===== src/rtl/hazard_ctrl_if.sv =====
// Pipeline <-> hazard unit bundle: source/dest register info, branch and
// memory status in; per-register hold/bubble/flush controls out.
interface hazard_ctrl_if;
  logic [4:0] id_rs1_addr;
  logic [4:0] id_rs2_addr;
  logic       id_use_rs1;
  logic       id_use_rs2;
  logic       ex_mem_read;
  logic [4:0] ex_rd_addr;
  logic       ex_branch_taken;
  logic       mem_req;
  logic       mem_ready;
  logic       pc_hold;
  logic       ifid_hold;
  logic       idex_hold;
  logic       exmem_hold;
  logic       idex_bubble;
  logic       ifid_flush;
  logic       memwb_bubble;

  modport master (
    output id_rs1_addr, id_rs2_addr,
    output id_use_rs1, id_use_rs2,
    output ex_mem_read, ex_rd_addr,
    output ex_branch_taken,
    output mem_req, mem_ready,
    input  pc_hold, ifid_hold,
    input  idex_hold, exmem_hold,
    input  idex_bubble, ifid_flush,
    input  memwb_bubble
  );

  modport slave (
    input  id_rs1_addr, id_rs2_addr,
    input  id_use_rs1, id_use_rs2,
    input  ex_mem_read, ex_rd_addr,
    input  ex_branch_taken,
    input  mem_req, mem_ready,
    output pc_hold, ifid_hold,
    output idex_hold, exmem_hold,
    output idex_bubble, ifid_flush,
    output memwb_bubble
  );
endinterface


===== src/rtl/hazard_ctrl.sv =====
// 5-stage hazard unit: load-use stall, taken-branch flush, memory-wait
// freeze, registered cause, sticky wait timeout, saturating event counters.
module hazard_ctrl #(
  parameter int unsigned CNT_W = 16,
  parameter int unsigned TMO   = 255
) (
  input  logic             clk,
  input  logic             rst_n,
  hazard_ctrl_if.slave     hz,
  output logic [1:0]       cause,
  output logic             mem_timeout,
  output logic [CNT_W-1:0] stall_cnt,
  output logic [CNT_W-1:0] flush_cnt,
  output logic [CNT_W-1:0] lduse_cnt
);

  localparam int unsigned WW =
    (TMO < 2) ? 1 : $clog2(TMO + 1);
  localparam logic [WW-1:0] TMO_V = WW'(TMO);

  typedef enum logic [1:0] {
    C_RUN   = 2'd0,
    C_LDUSE = 2'd1,
    C_MWAIT = 2'd2,
    C_FLUSH = 2'd3
  } cls_e;

  logic             mem_wait;
  logic             load_use;
  logic             rs1_hit;
  logic             rs2_hit;
  cls_e             cls;
  cls_e             cause_q, cause_d;
  logic [WW-1:0]    wait_q, wait_d;
  logic             tmo_q, tmo_d;
  logic [CNT_W-1:0] stall_q, stall_d;
  logic [CNT_W-1:0] flush_q, flush_d;
  logic [CNT_W-1:0] lduse_q, lduse_d;

  assign mem_wait = hz.mem_req && !hz.mem_ready;
  assign rs1_hit  = hz.id_use_rs1
                 && (hz.id_rs1_addr == hz.ex_rd_addr);
  assign rs2_hit  = hz.id_use_rs2
                 && (hz.id_rs2_addr == hz.ex_rd_addr);
  // x0 is never written, so it can't be a load-use source
  assign load_use = hz.ex_mem_read
                 && (hz.ex_rd_addr != 5'd0)
                 && (rs1_hit || rs2_hit);

  // A branch under a memory wait is deferred: EX is frozen,
  // so ex_branch_taken stays up until the wait ends.
  always_comb begin
    cls = C_RUN;
    if (mem_wait)                cls = C_MWAIT;
    else if (hz.ex_branch_taken) cls = C_FLUSH;
    else if (load_use)           cls = C_LDUSE;
  end

  always_comb begin
    hz.pc_hold      = 1'b0;
    hz.ifid_hold    = 1'b0;
    hz.idex_hold    = 1'b0;
    hz.exmem_hold   = 1'b0;
    hz.idex_bubble  = 1'b0;
    hz.ifid_flush   = 1'b0;
    hz.memwb_bubble = 1'b0;
    unique case (cls)
      C_MWAIT: begin
        hz.pc_hold      = 1'b1;
        hz.ifid_hold    = 1'b1;
        hz.idex_hold    = 1'b1;
        hz.exmem_hold   = 1'b1;
        hz.memwb_bubble = 1'b1;
      end
      C_FLUSH: begin
        hz.ifid_flush  = 1'b1;
        hz.idex_bubble = 1'b1;
      end
      C_LDUSE: begin
        hz.pc_hold     = 1'b1;
        hz.ifid_hold   = 1'b1;
        hz.idex_bubble = 1'b1;
      end
      C_RUN: ;
    endcase
  end

  always_comb begin
    cause_d = cls;
    wait_d  = '0;
    if (mem_wait) begin
      wait_d = (wait_q == TMO_V) ? wait_q
                                 : wait_q + 1'b1;
    end
    tmo_d   = tmo_q || (mem_wait && wait_d == TMO_V);
    stall_d = stall_q;
    flush_d = flush_q;
    lduse_d = lduse_q;
    if ((cls == C_MWAIT || cls == C_LDUSE)
        && stall_q != '1)
      stall_d = stall_q + 1'b1;
    if (cls == C_FLUSH && flush_q != '1)
      flush_d = flush_q + 1'b1;
    if (cls == C_LDUSE && lduse_q != '1)
      lduse_d = lduse_q + 1'b1;
  end

  always_ff @(posedge clk or negedge rst_n) begin
    if (!rst_n) begin
      cause_q <= C_RUN;
      wait_q  <= '0;
      tmo_q   <= 1'b0;
      stall_q <= '0;
      flush_q <= '0;
      lduse_q <= '0;
    end else begin
      cause_q <= cause_d;
      wait_q  <= wait_d;
      tmo_q   <= tmo_d;
      stall_q <= stall_d;
      flush_q <= flush_d;
      lduse_q <= lduse_d;
    end
  end

  assign cause       = cause_q;
  assign mem_timeout = tmo_q;
  assign stall_cnt   = stall_q;
  assign flush_cnt   = flush_q;
  assign lduse_cnt   = lduse_q;

endmodule


===== src/flat_wrapper.sv =====
// flat-port wrapper written by rule: the top's interface ports become plain ports
module hazard_ctrl_flat 
#(
  parameter int unsigned CNT_W = 16,
  parameter int unsigned TMO   = 255
)
  (clk, rst_n, cause, mem_timeout, stall_cnt, flush_cnt, lduse_cnt, hz_id_rs1_addr, hz_id_rs2_addr, hz_id_use_rs1, hz_id_use_rs2, hz_ex_mem_read, hz_ex_rd_addr, hz_ex_branch_taken, hz_mem_req, hz_mem_ready, hz_pc_hold, hz_ifid_hold, hz_idex_hold, hz_exmem_hold, hz_idex_bubble, hz_ifid_flush, hz_memwb_bubble);
  hazard_ctrl_if hz_i ();
  input  logic clk;
  input  logic rst_n;
  output logic [1:0] cause;
  output logic mem_timeout;
  output logic [CNT_W-1:0] stall_cnt;
  output logic [CNT_W-1:0] flush_cnt;
  output logic [CNT_W-1:0] lduse_cnt;
  input wire logic [$bits(hz_i.id_rs1_addr)-1:0] hz_id_rs1_addr;
  input wire logic [$bits(hz_i.id_rs2_addr)-1:0] hz_id_rs2_addr;
  input wire logic [$bits(hz_i.id_use_rs1)-1:0] hz_id_use_rs1;
  input wire logic [$bits(hz_i.id_use_rs2)-1:0] hz_id_use_rs2;
  input wire logic [$bits(hz_i.ex_mem_read)-1:0] hz_ex_mem_read;
  input wire logic [$bits(hz_i.ex_rd_addr)-1:0] hz_ex_rd_addr;
  input wire logic [$bits(hz_i.ex_branch_taken)-1:0] hz_ex_branch_taken;
  input wire logic [$bits(hz_i.mem_req)-1:0] hz_mem_req;
  input wire logic [$bits(hz_i.mem_ready)-1:0] hz_mem_ready;
  output wire logic [$bits(hz_i.pc_hold)-1:0] hz_pc_hold;
  output wire logic [$bits(hz_i.ifid_hold)-1:0] hz_ifid_hold;
  output wire logic [$bits(hz_i.idex_hold)-1:0] hz_idex_hold;
  output wire logic [$bits(hz_i.exmem_hold)-1:0] hz_exmem_hold;
  output wire logic [$bits(hz_i.idex_bubble)-1:0] hz_idex_bubble;
  output wire logic [$bits(hz_i.ifid_flush)-1:0] hz_ifid_flush;
  output wire logic [$bits(hz_i.memwb_bubble)-1:0] hz_memwb_bubble;
  assign hz_i.id_rs1_addr = hz_id_rs1_addr;
  assign hz_i.id_rs2_addr = hz_id_rs2_addr;
  assign hz_i.id_use_rs1 = hz_id_use_rs1;
  assign hz_i.id_use_rs2 = hz_id_use_rs2;
  assign hz_i.ex_mem_read = hz_ex_mem_read;
  assign hz_i.ex_rd_addr = hz_ex_rd_addr;
  assign hz_i.ex_branch_taken = hz_ex_branch_taken;
  assign hz_i.mem_req = hz_mem_req;
  assign hz_i.mem_ready = hz_mem_ready;
  assign hz_pc_hold = hz_i.pc_hold;
  assign hz_ifid_hold = hz_i.ifid_hold;
  assign hz_idex_hold = hz_i.idex_hold;
  assign hz_exmem_hold = hz_i.exmem_hold;
  assign hz_idex_bubble = hz_i.idex_bubble;
  assign hz_ifid_flush = hz_i.ifid_flush;
  assign hz_memwb_bubble = hz_i.memwb_bubble;
  hazard_ctrl #(.CNT_W(CNT_W), .TMO(TMO)) u_core (.clk(clk), .rst_n(rst_n), .hz(hz_i), .cause(cause), .mem_timeout(mem_timeout), .stall_cnt(stall_cnt), .flush_cnt(flush_cnt), .lduse_cnt(lduse_cnt));
endmodule

===== config.mk =====
export PLATFORM = sky130hd
export DESIGN_NAME = hazard_ctrl_flat
export DESIGN_NICKNAME = d
export VERILOG_FILES = /design/src/rtl/hazard_ctrl_if.sv /design/src/rtl/hazard_ctrl.sv /design/src/flat_wrapper.sv
export SDC_FILE = /design/constraint.sdc
export NUM_CORES = 1
export LEC_CHECK = 0
export ABC_AREA = 1
export CORE_ASPECT_RATIO = 1.75
export CORE_MARGIN = 2
export CORE_UTILIZATION = 55
export DETAILED_ROUTE_END_ITERATION = 7
export PLACE_DENSITY = 0.84
export SYNTH_ARGS = -nofsm -noshare
export SYNTH_HDL_FRONTEND = slang
export SYNTH_SLANG_ARGS = --single-unit

===== constraint.sdc =====
create_clock -name clk -period 3.4 [get_ports clk]
set_clock_uncertainty 0.2 [all_clocks]
set_input_delay 0.68 -clock clk [delete_from_list [all_inputs] [get_ports clk]]
set_output_delay 0.68 -clock clk [all_outputs]
set_load 0.1 [all_outputs]

==> results.py, run 1 <==
metrics = {
    "detailed_routing": {
        "drtIter0Drc": 218,
        "vias_per_cell": 5.18,
        "drc": 0,
        "totalWireLength_um": 8840,
        "ant_nets": 0,
        "vias": 3362,
        "post_drt_wl_per_cell_um": 13.6,
        "firstDrtPassIters": 4,
    },
    "worst_setup_path": {
        "cpPeakStageDelay_ps": 480,
        "crit_required_ps": 2520,
        "crit_arrival_ps": 2450,
        "reg2reg_depth": 8,
        "cp_max_fo": 4,
        "r2r_slack_ps": 1150,
        "crit_top_cell": "nand2_2",
        "end_kind": "output pin",
        "path_class": "in2out",
        "start_kind": "input pin",
        "crit_chain": "clkdlybuf4s50_1, inv_1, o21ai_0, nor2_1, nand3_1, nand2_2, nand2_2, o21ai_2, ha_4, clkinvlp_4, buf_12",
        "cp_slowest_cell": "clkdlybuf4s50_1",
    },
    "cts": {
        "path_clk_slew_ps": 50,
        "tritoncts": "done",
        "cts_hold_repair.buffers": 0,
        "cts_root_buffer": "clkbuf_16",
        "clkLatencyLatePin_ps": 330,
        "cts_buffers": 9,
        "clockBufferDepth": 2,
        "htreeDepth": 3,
        "cts_setup_buffers": 0,
        "clock_sink_count": 59,
    },
    "global_routing": {
        "antenna_found_initial": 0,
        "grt_pass1_vias": 3319,
        "grt_pass1_wl_um": 14500,
        "overflow": 0,
        "grt_max_degree": 37,
        "gr-usage-all-layers": 0.256,
    },
    "logic_synthesis": {
        "synth_commonest_cells": "148 x nand2_1, 59 x dfrtp_1, 53 x nor2_1",
        "yosys_most_used_dff": "dfrtp_1",
        "synth_top_area_share": 0.409,
        "yosys-top-cells-area": "dfrtp_1 41%, nand2_1 15%, xor2_1 5.8%, nor2_1 5.5%, inv_1 5.2%",
        "synth_top_area_cell": "dfrtp_1",
        "yosys.cell_types.count": 30,
        "seq_area_frac_synth": 0.409,
        "synth_edf_count": 0,
        "syn-num-nets": 506,
        "synthCells": 477,
        "yosysWarnings": 0,
        "post_synth_instance_area_mm2": 0.00361,
        "synth_seq_cells": 59,
        "synth_most_common_cell": "nand2_1",
        "syn_area_per_cell_um2": 7.57,
        "async_flop_share": 1.00,
    },
    "power_and_ir_drop": {
        "p_leak_uw": 0.00223,
        "clkPwrFrac": 0.234,
        "power_density_mw_per_mm2": 763,
        "switching_share": 0.510,
        "seqPwrFrac": 0.281,
        "peakVddDrop_mv": 0.608,
        "combPwrFrac": 0.485,
        "p_int_uw": 1760,
        "p_switching_uw": 1840,
    },
    "flow_run": {
        "cap_violations": 0,
    },
    "layout": {
        "n_antenna_cell": 0,
        "drive_gt1_frac": 0.210,
        "final_nets": 592,
        "post-route-util": 0.733,
        "ff_latch_area_mm2": 0.00148,
        "syn_to_final_growth_pct": 30.7,
        "n_fill_cell": 508,
        "multi_input_area_mm2": 0.00186,
    },
    "die": {
        "start_util": 0.561,
        "die_w_um": 65.3,
        "dieArea_mm2": 0.00726,
        "rows": 39,
        "ios": 81,
        "fp.dieH_um": 111,
        "coreArea_mm2": 0.00644,
    },
    "place": {
        "dp_hpwl_um": 6480,
        "numPortBuffers": 80,
        "place.gp.congestion": 0.902,
    },
    "timing": {
        "period_share": 0.980,
        "fmax_mhz": 300,
        "hold_viol_final": 0,
        "relSlewSlack": 0.516,
        "worstMarginPinSlew_ps": 725,
        "setup_tns_ps": 0,
        "setup_viol": 0,
        "drv_slew": 0,
        "period_needed_ps": 3330,
    },
    "worst_hold_path": {
        "hold_path_class": "in2async",
    },
    "outcome": {
        "status": "finished, final reports clean",
    },
}
-- per-stage QoR --
step           cells  setup WS [ps]  instance area, µm²  total power, µW  hold slack (ps)
6_report         649           68.0                4720             3600              126
5_1_grt          649           -112                4720             3740              170
4_1_cts          649           19.8                4690             3610              137
3_5_place_dp     634           5.94                4410             2770              263
3_3_place_gp     634           49.0                4410             2730              249
2_1_floorplan    477           2.96                3640             2370              184
-- layer usage --
layer | wire length (µm) | global-route usage
met1 | 3310 | 0.260
met2 | 4780 | 0.465
met3 | 415 | 0.0640
met4 | 333 | 0.126
met5 | 0 | 0
-- final cells by class --
class / count / area share
Clock buffer: 13 / 0.0573
Clock inverter: 2 / 0.00212
Inverter: 56 / 0.0459
Multi-Input combinational cell: 351 / 0.394
Sequential cell: 59 / 0.313
Tap cell: 82 / 0.0217
Timing Repair Buffer: 86 / 0.166
-- critical path: cells and delay by family --
| kind | cells | cell delay [ps] |
|---|---|---|
| simple gates | 4 | 300 |
| compound gates | 2 | 280 |
| fa+ha+maj | 1 | 280 |
| buf+inv | 4 | 900 |
-- registers in the layout (all words and copies together), names as in the netlist --
name and flops:
u_core.cause 2, u_core.lduse_cnt 16, u_core.wait_q 8, u_core.mem_timeout 1, u_core.flush_cnt 16, u_core.stall_cnt 16
-- logic make-up after synthesis --
family / count (synthesis) / synth area share
AND/OR/NAND/NOR: 267 / 0.323
AO/OA/AOI/OAI: 40 / 0.0693
buffers and inverters: 67 / 0.0856
adder cells (fa/ha/maj): 6 / 0.0208
XOR/XNOR: 38 / 0.0922
flip-flops: 59 / 0.409
-- path summary, 6_finish.rpt --
check,startpoint,end
max,hz_ex_rd_addr[1],hz_pc_hold
min,rst_n,u_core.flush_cnt[7]$_DFFE_PN0P_
max reg2reg,u_core.flush_cnt[1]$_DFFE_PN0P_,u_core.flush_cnt[4]$_DFFE_PN0P_
min reg2reg,u_core.mem_timeout$_DFF_PN0_,u_core.mem_timeout$_DFF_PN0_
max in group asynchronous,rst_n,u_core.stall_cnt[6]$_DFFE_PN0P_
min in group clk,u_core.mem_timeout$_DFF_PN0_,u_core.mem_timeout$_DFF_PN0_
-- what timing repair did --
action | in CTS | in global routing
pin swaps | 1 | 1
resized for setup | 1 | 8
endpoints found under the setup margin | 2 | 2
-- power groups by stage --
stage | registers [µW] | clock network [µW] | logic (µW)
global placement | 1010 | 0 | 1720
floorplan | 1930 | 0 | 443
finish | 1010 | 843 | 1750
global route | 1030 | 883 | 1830
detailed placement | 1020 | 0 | 1750
CTS | 1010 | 854 | 1750
-- cells in the final DEF, fill, tap and decap left out, types with 8 or more instances in the layout --
master,count
inv_1,49
o21ai_0,12
dfrtp_1,59
nor2_1,51
nand4_1,11
o21ai_2,10
buf_4,57
clkdlybuf4s50_1,19
nand2_1,146
o21ai_1,8
xor2_1,24
nand3_1,31
clkbuf_16,9
xnor2_1,14
Power figures use the tool's default switching activity.
==> inputs of run 2 (changes only) <==
Settings changed: RECOVER_POWER from default to 50.
==> run 2 against run 1 <==
  * Non-clock buffer count unchanged
  * Clock power about the same
  * Utilization decreased by 1.3 points
  * Maximum frequency grew 0.24%
  * First-iteration DRC count decreased by 14%
==> results.py, run 2 (synthesis gave the netlist of run 1 again) <==
metrics = {
    "worst_setup_path": {
        "cp_slowest_cell": "clkdlybuf4s50_1",
        "path_class": "in2out",
        "reg2reg_depth": 8,
        "crit_top_cell": "nand2_2",
        "cpPeakStageDelay_ps": 480,
        "crit_required_ps": 2520,
        "start_kind": "input pin",
        "crit_chain": "clkdlybuf4s50_1, inv_1, o21ai_0, nor2_1, nand3_1, nand2_2, nand2_2, o21ai_2, ha_4, clkinvlp_4, buf_12",
        "end_kind": "output pin",
        "crit_arrival_ps": 2440,
        "cp_max_fo": 4,
    },
    "die": {
        "die_w_um": 65.3,
        "coreArea_mm2": 0.00644,
        "start_util": 0.561,
        "fp.dieH_um": 111,
        "ios": 81,
        "dieArea_mm2": 0.00726,
        "rows": 39,
    },
    "cts": {
        "htreeDepth": 3,
        "cts_setup_buffers": 0,
        "clkLatencyLatePin_ps": 330,
        "cts_buffers": 9,
        "clockBufferDepth": 2,
        "cts_root_buffer": "clkbuf_16",
        "tritoncts": "done",
        "path_clk_slew_ps": 50,
        "clock_sink_count": 59,
    },
    "place": {
        "place.gp.congestion": 0.902,
        "dp_hpwl_um": 6480,
        "numPortBuffers": 80,
    },
    "layout": {
        "n_antenna_cell": 0,
        "final_common_cell": "nand2_1",
        "n_fill_cell": 519,
        "drive_gt1_frac": 0.169,
        "final_nets": 592,
        "final_cell_mix": "146 x nand2_1, 59 x dfrtp_1, 52 x nor2_1",
        "syn_to_final_growth_pct": 28.3,
    },
    "timing": {
        "period_share": 0.978,
        "hold_viol_final": 0,
        "fmax_mhz": 301,
        "period_needed_ps": 3320,
        "relSlewSlack": 0.171,
        "worstMarginPinSlew_ps": 1240,
        "whs_ps": 268,
        "drv_slew": 0,
        "setup_viol": 0,
    },
    "detailed_routing": {
        "vias": 3369,
        "post_drt_wl_per_cell_um": 13.6,
        "drtIter0Drc": 188,
        "vias_per_cell": 5.19,
        "ant_nets": 0,
        "firstDrtPassIters": 4,
        "drc": 0,
        "totalWireLength_um": 8860,
    },
    "power_and_ir_drop": {
        "power_density_mw_per_mm2": 764,
        "p_leak_uw": 0.00214,
        "p_total_uw": 3540,
        "peakVddDrop_mv": 0.618,
    },
    "global_routing": {
        "gr-usage-all-layers": 0.256,
        "overflow": 0,
        "grt_max_degree": 37,
        "grt_pass1_wl_um": 14500,
        "antenna_found_initial": 0,
        "grt_pass1_vias": 3319,
    },
    "worst_hold_path": {
        "hold_path_class": "reg2reg",
        "hold_depth": 2,
    },
    "outcome": {
        "status": "finished, final reports clean",
    },
    "flow_run": {
        "cap_violations": 0,
    },
}
==> run 2: cell types whose count changed in the layout (fill, tap and decap cells not counted), sizes merged <==
| cell | delta |
|---|---|
| buf | -23 |
| clkbuf | +23 |
==> run 2: through the flow <==
step	area (µm²)	worst slack [ps]	TNS [ps]	instances	util
after floorplan	3640	2.96	0	477	-
after global placement	4410	49.0	0	634	0.685
after detailed placement	4410	5.94	0	634	0.685
after CTS	4690	19.8	0	649	0.728
after global routing	4630	-112	-265	649	0.720
final	4630	76.0	0	649	0.720
==> run 2: routing by layer <==
metal,GRT usage,share of wire,up-vias
met5,0,0,-
met4,0.126,0.037,0
met3,0.0640,0.052,28
met2,0.465,0.54,106
met1,0.260,0.37,1554
li1,-,-,1681
==> run 2: critical path, delay by kind of cell <==
kind	cells	cell delay, ps
AO/OA/AOI/OAI	2	280
adder cells (fa/ha/maj)	1	280
buffers and inverters	4	900
AND/OR/NAND/NOR	4	300
==> run 2: power by group <==
| group | switching, µW | internal [µW] |
|---|---|---|
| logic | 1360 | 327 |
| clock network | 298 | 545 |
| registers | 172 | 836 |
| total | 1830 | 1710 |
==> run 2: layout make-up <==
type	instances	area, µm²	area share
clock buffer	13	270	0.0583
multi-input combinational	351	1860	0.401
clock inverter	2	10.0	0.00216
tap	82	103	0.0221
inverter	56	216	0.0467
sequential	59	1480	0.319
timing repair buffer	86	702	0.151
==> run 2: timing repair <==
action,CTS,global route
setup endpoints to repair,2,2
hold buffers,0,0
resized for setup,1,8
pin swaps,1,1
==> run 2: worst paths after layout <==
kind                                                  from                         endpoint  slack (ps)
min                           u_core.mem_timeout$_DFF_PN0_     u_core.mem_timeout$_DFF_PN0_         270
max                                       hz_ex_rd_addr[1]                       hz_pc_hold          80
min in group asynchronous                            rst_n  u_core.flush_cnt[7]$_DFFE_PN0P_         400
min reg2reg                   u_core.mem_timeout$_DFF_PN0_     u_core.mem_timeout$_DFF_PN0_         270
max reg2reg                u_core.flush_cnt[1]$_DFFE_PN0P_  u_core.flush_cnt[4]$_DFFE_PN0P_        1160
max in group asynchronous                            rst_n  u_core.stall_cnt[6]$_DFFE_PN0P_        1030
